### config.mk
export PLATFORM = sky130hd
export DESIGN_NAME = deser2_capture_flat
export DESIGN_NICKNAME = d
export VERILOG_FILES = /design/src/rtl/deser2_capture_pkg.sv /design/src/rtl/deser2_capture_if.sv /design/src/rtl/deser2_out_slot.sv /design/src/rtl/deser2_capture.sv /design/src/flat_wrapper.sv
export SDC_FILE = /design/constraint.sdc
export NUM_CORES = 1
export LEC_CHECK = 0
export BUFFER_PORTS_ARGS = -buffer_cell sky130_fd_sc_hd__buf_2
export CORE_MARGIN = 2
export CORE_UTILIZATION = 30
export DETAILED_ROUTE_END_ITERATION = 10
export PLACE_DENSITY = 0.5
export SETUP_SLACK_MARGIN = 0.5
export SLEW_MARGIN = 20
export SYNTH_ARGS = -nofsm -noshare
export SYNTH_HDL_FRONTEND = slang
export SYNTH_HIERARCHICAL = 1
export SYNTH_SLANG_ARGS = --single-unit
### constraint.sdc
create_clock -name clk -period 1.6 [get_ports clk]
set_input_delay 0.4 -clock clk [delete_from_list [all_inputs] [get_ports clk]]
set_output_delay 0.4 -clock clk [all_outputs]
set_load 0.05 [all_outputs]
### src/rtl/deser2_capture_pkg.sv
// Shared types and helpers for the DEMUX2-driven 1:2 deserializer.
// Lane numbering matches the DEMUX2 select: S=0 routes D to Y0, S=1 to Y1.
package deser2_pkg;

    localparam int WIDTH_DEFAULT = 8;

    typedef enum logic {
        LANE_Y0 = 1'b0,
        LANE_Y1 = 1'b1
    } lane_e;

    // Even bit positions travel on Y0, odd positions on Y1.
    function automatic lane_e lane_of(input int unsigned idx);
        lane_e lane;
        if (idx[0]) begin
            lane = LANE_Y1;
        end else begin
            lane = LANE_Y0;
        end
        return lane;
    endfunction

endpackage

### src/rtl/deser2_capture_if.sv
// Bit-in / word-out valid-ready bundle of the deserializer.
interface deser2_capture_if #(
    parameter int WIDTH = 8
);
    logic             in_valid;
    logic             in_ready;
    logic [WIDTH-1:0] out_data;
    logic             out_valid;
    logic             out_ready;

    modport master (
        output in_valid,
        input  in_ready,
        input  out_data,
        input  out_valid,
        output out_ready
    );

    modport slave (
        input  in_valid,
        output in_ready,
        output out_data,
        output out_valid,
        input  out_ready
    );
endinterface

### src/rtl/deser2_out_slot.sv
// Single-entry holding register for a completed word with valid/ready drain.
// A load in the same cycle as a drain replaces the word and keeps valid high.
module deser2_out_slot #(
    parameter int WIDTH = 8
) (
    input  logic             clk,
    input  logic             rst_n,
    input  logic             load,
    input  logic [WIDTH-1:0] load_data,
    output logic [WIDTH-1:0] data,
    output logic             valid,
    input  logic             ready
);

    // Word holding register and its valid flag.
    always_ff @(posedge clk) begin
        if (!rst_n) begin
            data  <= {WIDTH{1'b0}};
            valid <= 1'b0;
        end else if (load) begin
            data  <= load_data;
            valid <= 1'b1;
        end else if (valid && ready) begin
            valid <= 1'b0;
        end else begin
            valid <= valid;
        end
    end

endmodule

### src/rtl/deser2_capture.sv
// Drives the DEMUX2 select and reassembles its two output lanes into LSB-first words.
module deser2_capture
    import deser2_pkg::*;
#(
    parameter  int WIDTH = WIDTH_DEFAULT,
    localparam int CNT_W = $clog2(WIDTH)
) (
    input  logic             clk,
    input  logic             rst_n,
    deser2_capture_if.slave  bus,
    output logic             sel_o,
    input  logic             y0_i,
    input  logic             y1_i
);

    localparam logic [CNT_W-1:0] IDX_LAST = CNT_W'(WIDTH - 1);

    logic [CNT_W-1:0] idx_r;
    logic [CNT_W-1:0] idx_nxt_s;
    logic [WIDTH-1:0] shreg_r;
    logic [WIDTH-1:0] word_s;
    logic             acc_s;
    logic             last_s;
    logic             lane_bit_s;
    logic             load_s;

    // Handshake: only the final bit of a word can be held off by a full slot.
    always_comb begin
        last_s       = (idx_r == IDX_LAST);
        bus.in_ready = !(last_s && bus.out_valid && !bus.out_ready);
        acc_s        = bus.in_valid && bus.in_ready;
        load_s       = acc_s && last_s;
    end

    // Lane mux keyed by the registered select, so the floating lane is never looked at.
    always_comb begin
        case (lane_e'(sel_o))
            LANE_Y0: lane_bit_s = y0_i;
            LANE_Y1: lane_bit_s = y1_i;
            default: lane_bit_s = y0_i;
        endcase
    end

    // Next bit index and the completed word as it would load this cycle.
    always_comb begin
        if (last_s) begin
            idx_nxt_s = {CNT_W{1'b0}};
        end else begin
            idx_nxt_s = idx_r + CNT_W'(1);
        end
        word_s            = shreg_r;
        word_s[WIDTH-1]   = lane_bit_s;
    end

    // Bit index, select flop and in-place capture register.
    always_ff @(posedge clk) begin
        if (!rst_n) begin
            idx_r   <= {CNT_W{1'b0}};
            sel_o   <= 1'b0;
            shreg_r <= {WIDTH{1'b0}};
        end else if (acc_s) begin
            idx_r          <= idx_nxt_s;
            sel_o          <= lane_of(int'(idx_nxt_s));
            shreg_r[idx_r] <= lane_bit_s;
        end else begin
            idx_r <= idx_r;
            sel_o <= sel_o;
        end
    end

    deser2_out_slot #(
        .WIDTH (WIDTH)
    ) u_slot (
        .clk       (clk),
        .rst_n     (rst_n),
        .load      (load_s),
        .load_data (word_s),
        .data      (bus.out_data),
        .valid     (bus.out_valid),
        .ready     (bus.out_ready)
    );

endmodule

### src/flat_wrapper.sv
// flat-port wrapper written by rule: the top's interface ports become plain ports
module deser2_capture_flat import deser2_pkg::*;
#(
    parameter  int WIDTH = WIDTH_DEFAULT,
    localparam int CNT_W = $clog2(WIDTH)
)
  (clk, rst_n, sel_o, y0_i, y1_i, bus_in_valid, bus_in_ready, bus_out_data, bus_out_valid, bus_out_ready);
  deser2_capture_if #(.WIDTH(WIDTH)) bus_i ();
  input  logic clk;
  input  logic rst_n;
  output logic sel_o;
  input  logic y0_i;
  input  logic y1_i;
  input wire logic [$bits(bus_i.in_valid)-1:0] bus_in_valid;
  output wire logic [$bits(bus_i.in_ready)-1:0] bus_in_ready;
  output wire logic [$bits(bus_i.out_data)-1:0] bus_out_data;
  output wire logic [$bits(bus_i.out_valid)-1:0] bus_out_valid;
  input wire logic [$bits(bus_i.out_ready)-1:0] bus_out_ready;
  assign bus_i.in_valid = bus_in_valid;
  assign bus_in_ready = bus_i.in_ready;
  assign bus_out_data = bus_i.out_data;
  assign bus_out_valid = bus_i.out_valid;
  assign bus_i.out_ready = bus_out_ready;
  deser2_capture #(.WIDTH(WIDTH)) u_core (.clk(clk), .rst_n(rst_n), .bus(bus_i), .sel_o(sel_o), .y0_i(y0_i), .y1_i(y1_i));
endmodule
=== Word level (Yosys, flattened, before mapping) ===
Index checks and enable logic that the tools add are counted.

* Flip-flop bits (word level): 21
* Output and inout bits: 11
* Bits of input ports: 6
* Word-level logic and storage cells: 27

* Bitwise gates (word level): 1
* Muxes and demuxes: 8
* Add/subtract/negate cells: 1
* Equal/unequal tests: 1
* Reduce and logical (&&, ||, !) cells: 9
* Order comparisons: 2

{| class="wikitable"
|+ Operator list
! operator !! number
|-
| 8-bit bitwise mux || 1
|-
| 1-bit logical AND || 6
|-
| 3-bit by 4-bit < comparator with 1-bit output, second input constant || 1
|-
| 1-bit 2-to-1 mux || 4
|-
| 3-bit by 1-bit adder with 3-bit output, second input constant || 1
|-
| 1-bit demux with 3-bit select || 1
|-
| 3-bit == test, second input constant || 1
|-
| 3-bit by 1-bit >= comparator with 1-bit output, second input constant || 1
|-
| 3-bit 2-to-1 mux || 1
|-
| 1-bit zero test || 2
|-
| 1-bit one-hot mux with 2 select lines || 1
|-
| 2-bit nonzero test || 1
|-
| 1-bit NOT || 1
|}

=== Logic depth before layout (Yosys ltp) ===
Gate-level depths: netlist of the first run.

* Depth after elaboration: 7
* Depth in mapped cells: 7
* Gate-level depth less buffers: 6

=== Modules after synthesis ===
Netlist of the first run, hierarchy kept.

{| class="wikitable"
|+ Modules (own cells, without submodules)
! module !! area each (µm²) !! times used !! seq. area each (µm²) !! cells each
|-
| deser2_capture || 489.2 || 1 || 200.2 || 52
|-
| deser2_out_slot || 335.3 || 1 || 180.2 || 28
|}

=== Least setup slack after synthesis of the first run ===
OpenSTA, ideal clock, no wires.

* Path type: register to register
* Start point: register u_core.idx_r[0]
* End point: register u_core.u_slot.data[0]
* Buffers on the path: 1
* Cell stages (with the launch flop): 8
* Data required time: 1.483 ns
* Setup time: 0.117 ns
* Path slack: -0.716 ns
* Clock period less this slack: 2.316 ns
* Arrival: 2.199 ns
* Path through: dfxtp_1 > ha_1 > ha_1 > nand3b_2 > and3_2 > buf_6 > mux2i_1 > nor2b_1

* Cells in the longest elaborated chain, start to end: 6

{| class="wikitable"
|+ Ends and longest elaborated chain
! element !! RTL line !! source
|-
| start: declaration || deser2_capture.sv:18 || <nowiki>logic [CNT_W-1:0] idx_r;</nowiki>
|-
| start signal: assignment || deser2_capture.sv:58 || <nowiki>idx_r <= {CNT_W{1'b0}};</nowiki>
|-
| start signal: assignment || deser2_capture.sv:62 || <nowiki>idx_r <= idx_nxt_s;</nowiki>
|-
| start signal: assignment || deser2_capture.sv:66 || <nowiki>idx_r <= idx_r;</nowiki>
|-
| 3-bit == test || deser2_capture.sv:29 || <nowiki>last_s = (idx_r == IDX_LAST);</nowiki>
|-
| 1-bit logical AND (2 in series) || deser2_capture.sv:30 || <nowiki>bus.in_ready = !(last_s && bus.out_valid && !bus.out_ready);</nowiki>
|-
| 1-bit zero test || deser2_capture.sv:30 ||
|-
| named net bus_in_ready || flat_wrapper.sv:15 || <nowiki>output wire logic [$bits(bus_i.in_ready)-1:0] bus_in_ready;</nowiki>
|-
| 1-bit logical AND || deser2_capture.sv:31 || <nowiki>acc_s = bus.in_valid && bus.in_ready;</nowiki>
|-
| 1-bit logical AND || deser2_capture.sv:32 || <nowiki>load_s = acc_s && last_s;</nowiki>
|-
| named net u_core.load_s || deser2_capture.sv:25 || <nowiki>logic load_s;</nowiki>
|-
| end signal: assignment || deser2_out_slot.sv:18 || <nowiki>data <= {WIDTH{1'b0}};</nowiki>
|-
| end signal: assignment || deser2_out_slot.sv:21 || <nowiki>data <= load_data;</nowiki>
|-
| end: declaration || deser2_out_slot.sv:10 || <nowiki>output logic [WIDTH-1:0] data,</nowiki>
|}

The timed path passes the listed nets, and every way through them passes these cells.
A chain may end at the register's enable or synchronous reset.

=== Worst setup path in the final report of the first run ===
* Start point: register u_core.idx_r[0]
* End point: output port bus_in_ready

* Cells in the longest elaborated chain, start to end: 4

{| class="wikitable"
|+ Ends and longest elaborated chain
! element !! RTL line
|-
| 3-bit == test || deser2_capture.sv:29
|-
| 1-bit logical AND (2 in series) || deser2_capture.sv:30
|-
| 1-bit zero test || deser2_capture.sv:30
|-
| end: declaration || flat_wrapper.sv:15
|}

Every way passes these cells.

==> summary.md, run 1 <==
| Metric | Value |
|---|---|
| DRC viols | `0` |
| IO Pins | `17` |
| Mapped Nets | `88` |
| Largest net degree at the start of global routing | `26` |
| Final hold vios | `0` |
| Fin area | `1250 µm²` |
| Height of the die | `56.4 µm` |
| Initial antenna violation count | `0` |
| Min-delay worst type | `primary input to register` |
| Ys Warns | `6` |
| FP Rows | `19` |
| First-pass GRT wire length | `2980 µm` |
| CTS hold repair buffers | `0` |
| Critical Path RT | `1.20 ns` |
| R2R setup slack | `0.11 ns` |
| Cells after synthesis | `80` |
| Placed Instances | `126` |
| Drt total wl | `1780 µm` |
| TritonRoute pass-1 iters | `4` |
| Clk_lat worst skew | `0.29 ns` |
| Cell variety after synth | `18` |
| CTS root buf | `clkbuf_4` |
| DRT iter0 DRCs | `8` |
| H-tree depth | `1` |
| Slew HR | `73.3%` |
| RSZ-0062 raised after global routing | `yes` |
| Minimum clock period | `1.59 ns` |
| Crit Path Category | `register to output port` |
| Post-Syn Area | `825 µm²` |
| Pins Over Slew Limit | `0` |
| Outcome | `completed` |
| Clock sinks | `19` |
| CP Max Fanout | `2` |
| Pwr/cell area | `657 nW/µm²` |
| Placed Area | `976 µm²` |
| Port bufs | `16` |
| Share of cells above drive strength 1 | `49.1%` |
| Avg Inst Size Synth | `10.3 µm²` |
| Setup Skew | `0.000720 ns` |
| Inserted Clock Buffers | `3` |
| Per-cell routed wire length | `12.6 µm` |
| Max rail drop VDD | `0.440 mV` |
| Setup slack at placement | `0.126 ns` |
| Net count reported at finish | `119` |
| DRT antenna net count | `0` |
| Die width | `56.4 µm` |
| All-Layer GR Usage | `12.4%` |
| Longest Clk Path Bufs | `2` |
| Via count | `697` |
| Setup crit end kind | `output port` |
| Vias/cell | `4.94` |
| Least-Margin Pin Slew | `0.400 ns` |
| Tcrit/Tclk final | `99.6%` |
| Seq/Total Area, Yosys | `46.1%` |
| Vias in the first global route | `673` |
| Static Leak | `0.000544 µW` |
| PnR worst setup slack | `0.00641 ns` |
| Core box area | `2690 µm²` |
| ANT cells | `0` |
| Synth-to-Final Area Change | `52.2%` |
| Layout Cells excl Fill | `141` |
| Number of max-cap violations | `0` |
| CP Launch Type | `register` |
| Post-DP HPWL | `1100 µm` |
| Clock slew at reported path FFs | `0.10 ns` |
| Synth Register Bits | `19` |
| Peak Freq | `628 MHz` |
| TritonCTS clock tree | `built` |
| Starting Density | `30.7%` |
| Die Area | `3180 µm²` |
| Final setup violation count | `0` |
| Placer Congestion | `0.765` |
| Final setup TNS | `0 ns` |
| Worst path arrival time | `1.19 ns` |
| Grt ovf | `0` |
-- report_power, final --
part           internal (µW)  switching, µW  leakage, µW
Sequential               479           7.46     0.000160
Clock                   96.8            141    0.0000150
Combinational           49.7           50.7     0.000368
Total                    626            199     0.000544
-- synthesized netlist by cell type, drive strengths merged --
library cell / number / share of area, %
and3: 1 / 0.91
dfxtp: 19 / 46
buf: 2 / 2.0
nor2: 1 / 0.45
o21a: 1 / 0.91
nand2: 13 / 5.9
a31o: 1 / 1.1
and2b: 1 / 1.1
and4b: 1 / 1.2
nand3b: 1 / 1.4
nand3: 3 / 1.8
mux2i: 16 / 19
nor2b: 12 / 9.1
ha: 2 / 3.0
nand4: 4 / 3.0
a32o: 1 / 1.2
mux2: 1 / 1.4
-- cell type report --
type,count,area (µm²)
Clock buffer,4,26.3
Fill cell,275,1430
Sequential cell,19,403
Multi-Input combinational cell,60,499
Timing Repair Buffer,27,288
Tap cell,31,38.8
-- stage by stage --
stage | utilization [%] | hold WS (ns) | power [µW]
detailed placement | 36.3 | 0.458 | 573
CTS | 44.6 | 0.407 | 826
global placement | 36.3 | 0.453 | 575
floorplan | - | 0.438 | 550
finish | 46.7 | 0.421 | 824
global route | 46.7 | 0.413 | 871
-- registers in the layout, indices dropped and copies added (netlist names) --
signal / count
u_core/shreg_r: 7
u_core/u_slot/valid: 1
u_core/u_slot/data: 8
u_core/idx_r: 3
-- what timing repair did --
item,CTS,global route
buffers inserted,4,6
gates resized for setup,53,3
pin swaps,4,4
gates cloned,1,0
endpoints found under the setup margin,30,30
-- worst paths after layout --
path | from | depth (start not counted) | endpoint
worst max register to register | u_core/idx_r[0]$_SDFFE_PN0P_ | 7 | u_core/u_slot/data[4]$_SDFFE_PN0P_
worst min-delay path | y1_i | 3 | u_core/shreg_r[5]$_SDFFE_PN0P_
worst min register to register | u_core/shreg_r[3]$_SDFFE_PN0P_ | 2 | u_core/shreg_r[3]$_SDFFE_PN0P_
worst max-delay path | u_core/idx_r[0]$_SDFFE_PN0P_ | 4 | bus_in_ready
-- cells in the final DEF (no fill, tap or decap) --
cell type,instances
a31o_2,1
a32o_1,1
and2b_2,1
and3_4,2
and4b_1,1
buf_2,5
buf_4,8
buf_6,2
buf_8,12
clkbuf_1,1
clkbuf_4,3
dfxtp_1,7
dfxtp_2,9
dfxtp_4,3
ha_4,2
mux2_2,1
mux2i_1,16
nand2_1,12
nand2_4,1
nand3_2,3
nand3b_4,1
nand4_1,4
nor2_1,1
nor2b_1,12
o21a_1,1
-- critical path: stages, from the launching register on --
cell and delay, ns:
dfxtp_4 0.37, ha_4 0.16, ha_4 0.16, nand3b_4 0.08, buf_8 0.14
-- metal layers --
layer,GRT usage [%],vias up,routed length (µm)
met5,0,-,0
met4,7.14,0,15
met3,2.30,2,67
met2,18.8,13,858
met1,16.2,339,834
li1,-,343,-
-- kinds of logic (layout without fill, tap and decap cells) --
kind of cell	Yosys count	in the layout	share of synthesized area, %
fa+ha+maj	2	2	3.03
compound gates	3	3	3.19
simple gates	37	38	24.9
flops	19	19	46.1
buf+inv	2	31	1.97
mux	17	17	20.8
Note: power is estimated with default switching activity, not from simulation.
==> inputs of run 2 (changes only) <==
Settings changed: PLACE_DENSITY 0.5 to 0.49, SLEW_MARGIN 20 to 10, SYNTH_HIERARCHICAL 1 to not set.
==> run 2 against run 1 <==
The run now ends with setup timing left. Die area increased by 10%. Area after synthesis grew 11%. Setup slack got worse by 0.021 ns. Largest cell class unchanged.
==> summary.md, run 2 <==
| Metric | Value |
|---|---|
| Post-Synth XOR/XNOR Area | `0% (unchanged)` |
| Crit Path Category | `register to output port (unchanged)` |
| Most frequent cells in the layout | `buf_8, nand2_1, nand3_2, buf_4 (was mux2i_1, buf_8, nor2b_1, nand2_1, dfxtp_2)` |
| Least-Margin Pin Slew | `0.416 ns (was 0.400 ns)` |
| Slew HR | `72.3% (was 73.3%)` |
| Share of cells above drive strength 1 | `59.7% (was 49.1%)` |
| Sequential power share | `57.2% (was 59.0%)` |
| Placed Instances | `139 (was 126)` |
| Clock share of power | `28.3% (was 28.8%)` |
| Gate power share | `14.5% (was 12.2%)` |
| Commonest cells post-synth | `dfxtp_1, nand2_1, nand3_1 (was dfxtp_1, mux2i_1, nand2_1)` |
| CP peak stage delay | `0.37 ns (about the same)` |
| Cells after synthesis | `93 (was 80)` |
| Via count | `808 (was 697)` |
| Longest Clk Path Bufs | `2 (unchanged)` |
| Mux cell area share after synthesis | `9.30% (was 20.8%)` |
| NetSw | `216 µW (was 199 µW)` |
| R2R setup slack | `0.10 ns (was 0.11 ns)` |
| Critical Path RT | `1.20 ns (about the same)` |
| PnR worst setup slack | `-0.0141 ns (was 0.00641 ns)` |
| Max rail drop VDD | `0.526 mV (was 0.440 mV)` |
| Clock sinks | `19 (unchanged)` |
| FP Rows | `20 (was 19)` |
| WL met1 | `1080 µm (was 834 µm)` |
| TritonCTS clock tree | `built (unchanged)` |
| Pins Over Slew Limit | `0 (unchanged)` |
| Final hold vios | `0 (unchanged)` |
| DRT iter0 DRCs | `14 (was 8)` |
| Setup crit end kind | `output port (unchanged)` |
| Pwr/cell area | `610 nW/µm² (was 657 nW/µm²)` |
| Height of the die | `59.2 µm (was 56.4 µm)` |
| Worst reg-to-reg path cell count | `8 (was 7)` |
| Starting Density | `30.7% (about the same)` |
| Top-area cell type share of the netlist area | `41.6% (was 46.1%)` |
| Max Used Layer | `met4 (unchanged)` |
| TritonRoute pass-1 iters | `4 (unchanged)` |
| Final setup violation count | `1 (was 0)` |
| Port bufs | `16 (unchanged)` |
| Most frequent cell after synthesis | `dfxtp_1 (unchanged)` |
| Critical-path cell list | `ha_4 > ha_4 > nand3b_4 > buf_8 (unchanged)` |
| Async S/R FF share, synth | `0% (unchanged)` |
| Seq/Total Area, Yosys | `41.6% (was 46.1%)` |
| Multi-input gate area | `597 µm² (was 499 µm²)` |
| Reg-to-reg endpoint | `u_core.shreg_r[6]$_SDFFE_PN0P_ (was u_core/u_slot/data[4]$_SDFFE_PN0P_)` |
| Die Area | `3510 µm² (was 3180 µm²)` |
| P_int | `638 µW (was 626 µW)` |
| Clock slew at reported path FFs | `0.11 ns (was 0.10 ns)` |
| Net count reported at finish | `133 (was 119)` |
| Inserted Clock Buffers | `3 (unchanged)` |
| Core box area | `2980 µm² (was 2690 µm²)` |
| H-tree depth | `1 (unchanged)` |
| Switching Fraction | `25.3% (was 24.1%)` |
| Ys flop type | `dfxtp_1 (unchanged)` |
| All-Layer GR Usage | `14.3% (was 12.4%)` |
| Top reg by flops | `u_core.u_slot.data (was u_core/u_slot/data)` |
| Per-cell routed wire length | `15.1 µm (was 12.6 µm)` |
| RR Startpoint | `u_core.idx_r[0]$_SDFFE_PN0P_ (was u_core/idx_r[0]$_SDFFE_PN0P_)` |
| Cell family with most CP delay | `flip-flops (unchanged)` |
| Post-DP HPWL | `1450 µm (was 1100 µm)` |
| Max reg flops | `8 (unchanged)` |
| WP depth | `4 (unchanged)` |
| ANT cells | `0 (unchanged)` |
| Worst path arrival time | `1.21 ns (was 1.19 ns)` |
| Setup Skew | `0.00248 ns (was 0.000720 ns)` |
| DRT antenna net count | `0 (unchanged)` |
| First-pass GRT wire length | `3710 µm (was 2980 µm)` |
| Simple-gate share of the synthesized area | `27.9% (was 24.9%)` |
| Hold WS | `0.474 ns (was 0.421 ns)` |
| Fin util | `47.0% (was 46.7%)` |
| CP most frequent cell | `ha_4 (unchanged)` |
| IO Pins | `17 (unchanged)` |
| CP max stage cell | `dfxtp_4 (unchanged)` |
| Avg Inst Size Synth | `9.83 µm² (was 10.3 µm²)` |
| Synth top area cells | `dfxtp_1, mux2i_1, a21boi_1, nand3_1, nand2_1 (was dfxtp_1, mux2i_1, nor2b_1, nand2_1, ha_1)` |
| Synth Register Bits | `19 (unchanged)` |
| Synth Area in Compound Gates | `13.0% (was 3.19%)` |
| Vias in the first global route | `765 (was 673)` |
| Vias/cell | `5.15 (was 4.94)` |
| Synth area leader | `dfxtp_1 (unchanged)` |
| Post-Syn Area | `915 µm² (was 825 µm²)` |
| Tcrit/Tclk final | `101% (was 99.6%)` |
| Cell variety after synth | `28 (was 18)` |
| Synth-to-Final Area Change | `52.9% (was 52.2%)` |
| Placer Congestion | `0.832 (was 0.765)` |
| Ys Warns | `0 (was 6)` |
| Die width | `59.2 µm (was 56.4 µm)` |
| CP Launch Type | `register (unchanged)` |
| Largest regs | `u_core.u_slot.data x8, u_core.shreg_r x7, u_core.idx_r x3 (was u_core/u_slot/data x8, u_core/shreg_r x7, u_core/idx_r x3)` |
| Failing checks | `setup timing` |
| Minimum clock period | `1.61 ns (was 1.59 ns)` |
| Drt total wl | `2370 µm (was 1780 µm)` |
| Initial antenna violation count | `0 (unchanged)` |
| Min-delay worst type | `register to register (was primary input to register)` |
| Metal2 WL | `1190 µm (was 858 µm)` |
| Combinational family with the most area after synthesis | `simple AND/OR/NAND/NOR gates (unchanged)` |
| CP Max Fanout | `2 (unchanged)` |
| Fillers | `286 (was 275)` |
| Worst setup path start | `u_core.idx_r[0]$_SDFFE_PN0P_ (was u_core/idx_r[0]$_SDFFE_PN0P_)` |
| Clk_lat worst skew | `0.29 ns (about the same)` |
| Sequential cell area | `402 µm² (was 403 µm²)` |
| Grt ovf | `0 (unchanged)` |
| Mapped Nets | `101 (was 88)` |
| DRC viols | `0 (unchanged)` |
| Routed wl met3 | `87 µm (was 67 µm)` |
| Setup slack at placement | `0.149 ns (was 0.126 ns)` |
| CTS hold repair buffers | `0 (unchanged)` |
| Post-Synth Adder-Cell Area | `2.74% (was 3.03%)` |
| Critical path capture point | `bus_in_ready (unchanged)` |
| RSZ-0062 raised after global routing | `yes (unchanged)` |
| EDFF count, synth | `0 (unchanged)` |
| Layout Cells excl Fill | `157 (was 141)` |
| CTS root buf | `clkbuf_4 (unchanged)` |
| Peak Freq | `620 MHz (was 628 MHz)` |
| Most common cell after layout, fill and taps aside | `buf_8 (was mux2i_1)` |
| WP buf/inv | `1 (unchanged)` |
| Largest net degree at the start of global routing | `24 (was 26)` |
| Final Power | `854 µW (was 824 µW)` |
| Outcome | `finished, violations left (was completed)` |
| Static Leak | `0.000593 µW (was 0.000544 µW)` |
| Number of max-cap violations | `0 (unchanged)` |
run 2: cell count changes in the layout (fill, tap and decap cells not counted), sizes merged, moves of 2 or more:
cell    delta
and2b      +3
nand3      +7
buf        +5
a21boi     +8
o21ai     +10
mux2i      -9
and2       +2
and3       -2
nor2b     -12
run 2: per-layer routing:
| layer | global-route usage (%) | vias to the layer above |
|---|---|---|
| met4 | 2.92 | 0 |
| met1 | 19.6 | 396 |
| met2 | 21.5 | 14 |
| met5 | 0 | - |
| li1 | - | 396 |
| met3 | 5.24 | 2 |
run 2: worst reg2reg max path, delay by kind of cell (launching register included):
family        cells  cell delay (ns)
fa+ha+maj         2             0.27
buf+inv           3             0.39
flops             1             0.38
mux               1             0.21
simple gates      2             0.19
run 2: cell type report:
cell class | instances | area share, %
Timing Repair Buffer | 32 | 23.8
Tap cell | 33 | 2.95
Multi-Input combinational cell | 69 | 42.7
Clock buffer | 4 | 1.88
Sequential cell | 19 | 28.7
run 2: repair_timing:
item,4_1_cts,5_1_grt
setup buffers,5,8
pin swaps,9,5
gates resized for setup,48,16
cloned,0,1
endpoints found under the setup margin,30,30
run 2: worst min-delay path by stage:
stage / from / endpoint / slack [ns] / cells after the start
2_1_floorplan: u_core.shreg_r[1]$_SDFFE_PN0P_ / u_core.shreg_r[1]$_SDFFE_PN0P_ / 0.45 / 2
3_3_place_gp: u_core.u_slot.data[6]$_SDFFE_PN0P_ / u_core.u_slot.data[6]$_SDFFE_PN0P_ / 0.46 / 2
3_5_place_dp: u_core.u_slot.data[6]$_SDFFE_PN0P_ / u_core.u_slot.data[6]$_SDFFE_PN0P_ / 0.46 / 2
4_1_cts: bus_in_valid / u_core.idx_r[2]$_SDFFE_PN0P_ / 0.47 / 3
5_1_grt: bus_in_valid / u_core.idx_r[2]$_SDFFE_PN0P_ / 0.49 / 3
6_report: u_core.shreg_r[2]$_SDFFE_PN0P_ / u_core.u_slot.data[2]$_SDFFE_PN0P_ / 0.47 / 2
run 2: stage by stage:
stage / instance area [µm²] / TNS [ns]
finish: 1400 / -0.0141
global route: 1400 / -0.0640
CTS: 1270 / -0.0238
detailed placement: 1070 / 0
global placement: 1070 / 0
floorplan: 980 / 0
run 2: power groups by stage:
stage | Clock, µW | Sequential, µW | Combinational [µW]
detailed placement | 0 | 505 | 81.5
CTS | 253 | 487 | 99.7
global route | 273 | 489 | 134
global placement | 0 | 505 | 81.5
floorplan | 0 | 511 | 55.1
finish | 242 | 488 | 124
run 2: kinds of logic after synthesis:
family                   after synthesis
buffers and inverters                  5
multiplexers                           8
adder cells (fa/ha/maj)                2
flip-flops                            19
AND/OR/NAND/NOR                       40
AO/OA/AOI/OAI                         19
==> inputs of run 3 (changes only) <==
Settings changed: CORE_MARGIN 2 to 8, SKIP_CTS_REPAIR_TIMING set to 1.
==> run 3 against run 2 <==
The run still ends with setup timing left. Die area up 45%. Design area down 8.9%. Via count down 4.8%. Critical path type unchanged. Routed wire length down 7.5%. Clock power about the same.
==> summary.md, run 3 (synthesis gave the netlist of run 2 again) <==
| Metric | Value |
|---|---|
| Outcome | `finished, violations left (unchanged)` |
| Failing checks | `setup timing (unchanged)` |
| IO Pins | `17 (unchanged)` |
| Initial antenna violation count | `0 (unchanged)` |
| Setup Skew | `0.00118 ns (was 0.00248 ns)` |
| Worst setup path start | `u_core.idx_r[0]$_SDFFE_PN0P_ (unchanged)` |
| Height of the die | `71.2 µm (was 59.2 µm)` |
| CTS root buf | `clkbuf_4 (unchanged)` |
| Switching Fraction | `24.9% (was 25.3%)` |
| Max rail drop VDD | `0.326 mV (was 0.526 mV)` |
| H-tree depth | `1 (unchanged)` |
| DRT antenna net count | `0 (unchanged)` |
| GR Layer Usage met2 | `14.5% (was 21.5%)` |
| RSZ-0062 raised after global routing | `yes (unchanged)` |
| Most frequent cells in the layout | `nand2_1, buf_8, nand3_2, a21boi_1, dfxtp_1 (was buf_8, nand2_1, nand3_2, buf_4)` |
| CP Launch Type | `register (unchanged)` |
| Fin util | `42.8% (was 47.0%)` |
| Critical-path cell list | `ha_4 > ha_4 > nand3b_4 > buf_8 (unchanged)` |
| CP peak stage delay | `0.38 ns (was 0.37 ns)` |
| Net count reported at finish | `124 (was 133)` |
| Grt met3 use | `1.95% (was 5.24%)` |
| Sequential power share | `59.3% (was 57.2%)` |
| Post-DP HPWL | `1490 µm (was 1450 µm)` |
| Clock slew at reported path FFs | `0.11 ns (about the same)` |
| Crit Path Category | `register to output port (unchanged)` |
| FP Rows | `20 (unchanged)` |
| Drt total wl | `2190 µm (was 2370 µm)` |
| Number of max-cap violations | `0 (unchanged)` |
| Starting Density | `30.7% (unchanged)` |
| Least-Margin Pin Slew | `0.586 ns (was 0.416 ns)` |
| Most used routing layer | `met2 (unchanged)` |
| Die Area | `5070 µm² (was 3510 µm²)` |
| ANT cells | `0 (unchanged)` |
| RR Startpoint | `u_core.idx_r[0]$_SDFFE_PN0P_ (unchanged)` |
| Min-delay worst type | `register to register (unchanged)` |
| CP max stage cell | `dfxtp_4 (unchanged)` |
| Vias in the first global route | `737 (was 765)` |
| Longest Clk Path Bufs | `2 (unchanged)` |
| Worst path arrival time | `1.24 ns (was 1.21 ns)` |
| Setup crit end kind | `output port (unchanged)` |
| Port bufs | `16 (unchanged)` |
| Largest regs | `u_core.u_slot.data x8, u_core.shreg_r x7, u_core.idx_r x3 (unchanged)` |
| Final Power | `823 µW (was 854 µW)` |
| Tcrit/Tclk final | `102% (was 101%)` |
| Top reg by flops | `u_core.u_slot.data (unchanged)` |
| All-Layer GR Usage | `8.76% (was 14.3%)` |
| Clk_lat worst skew | `0.29 ns (about the same)` |
| Inserted Clock Buffers | `3 (unchanged)` |
| TritonCTS clock tree | `built (unchanged)` |
| Hold path start | `u_core.shreg_r[4]$_SDFFE_PN0P_ (was u_core.shreg_r[2]$_SDFFE_PN0P_)` |
| Via count | `769 (was 808)` |
| CP most frequent cell | `ha_4 (unchanged)` |
| Minimum clock period | `1.64 ns (was 1.61 ns)` |
| Max reg flops | `8 (unchanged)` |
| Share of cells above drive strength 1 | `49.6% (was 59.7%)` |
| Die width | `71.2 µm (was 59.2 µm)` |
| CP Max Fanout | `6 (was 2)` |
| NetSw | `205 µW (was 216 µW)` |
| DRC viols | `0 (unchanged)` |
| Per-cell routed wire length | `14.8 µm (was 15.1 µm)` |
| Pwr/cell area | `646 nW/µm² (was 610 nW/µm²)` |
| Clock sinks | `19 (unchanged)` |
| Gate power share | `11.7% (was 14.5%)` |
| Vias/cell | `5.20 (was 5.15)` |
| Most common cell after layout, fill and taps aside | `nand2_1 (was buf_8)` |
| Peak Freq | `610 MHz (was 620 MHz)` |
| Clock share of power | `29.0% (was 28.3%)` |
| Placed Area | `1070 µm² (unchanged)` |
| Final hold vios | `0 (unchanged)` |
| Placed Instances | `139 (unchanged)` |
| Placer Congestion | `0.695 (was 0.832)` |
| Final setup violation count | `1 (unchanged)` |
| Fin area | `1270 µm² (was 1400 µm²)` |
| DRT iter0 DRCs | `29 (was 14)` |
| Slew HR | `60.9% (was 72.3%)` |
| P_int | `618 µW (was 638 µW)` |
| Pins Over Slew Limit | `0 (unchanged)` |
| Layout Cells excl Fill | `148 (was 157)` |
| First-pass GRT wire length | `3540 µm (was 3710 µm)` |
| Critical Path RT | `1.20 ns (about the same)` |
| Hold WS | `0.474 ns (about the same)` |
| Static Leak | `0.000533 µW (was 0.000593 µW)` |
| Synth-to-Final Area Change | `39.3% (was 52.9%)` |
| Grt ovf | `0 (unchanged)` |
| Core box area | `2980 µm² (unchanged)` |
| M1 GR Usage | `10.2% (was 19.6%)` |
| PnR worst setup slack | `-0.0387 ns (was -0.0141 ns)` |
| TritonRoute pass-1 iters | `4 (unchanged)` |
| Fillers | `285 (was 286)` |
| Largest net degree at the start of global routing | `24 (unchanged)` |
## run 3: cell count changes in the layout (fill, tap and decap cells not counted), sizes merged
cell  previous run  this run
buf             32        23
## run 3: layer usage
metal  wire, µm  vias up  share of wire (%)
met5          0        -                  0
met4         15        0               0.68
met3         73        2                3.3
met2       1060        7                 48
met1       1050      382                 48
li1           -      378                  -
## run 3: worst max-delay path: cells and delay by family (launching register included)
| family | cells | cell delay, ns |
|---|---|---|
| fa+ha+maj | 2 | 0.33 |
| flops | 1 | 0.38 |
| buf+inv | 1 | 0.15 |
| simple gates | 1 | 0.09 |
## run 3: metrics by stage
| stage | setup slack [ns] | TNS, ns |
|---|---|---|
| 2_1_floorplan | 0.185 | 0 |
| 3_5_place_dp | 0.153 | 0 |
| 3_3_place_gp | 0.180 | 0 |
| 4_1_cts | -0.212 | -0.212 |
| 6_report | -0.0387 | -0.0387 |
| 5_1_grt | -0.0641 | -0.0641 |
## run 3: area by class of cell
class,instances,area (µm²),share of cell area [%]
multi-input cells,69,573,45.0
well taps,33,41.3,3.24
flip-flops and latches,19,404,31.7
repair buffers,23,229,18.0
clock buffers,4,26.3,2.06
## run 3: worst paths after layout
check / to / slack [ns] / cells after the start
setup reg to reg: u_core.u_slot.data[7]$_SDFFE_PN0P_ / 0.23 / 6
hold reg to reg: u_core.u_slot.data[4]$_SDFFE_PN0P_ / 0.47 / 2
hold / removal: u_core.u_slot.data[4]$_SDFFE_PN0P_ / 0.47 / 2
setup / recovery: bus_in_ready / -0.04 / 4
## run 3: power groups by stage
stage	Combinational [µW]	Clock, µW	Sequential [µW]
after global placement	81.5	0	504
after global routing	104	263	489
after floorplan	55.1	0	511
after detailed placement	81.3	0	506
final	96.3	239	488
after CTS	81.4	251	495
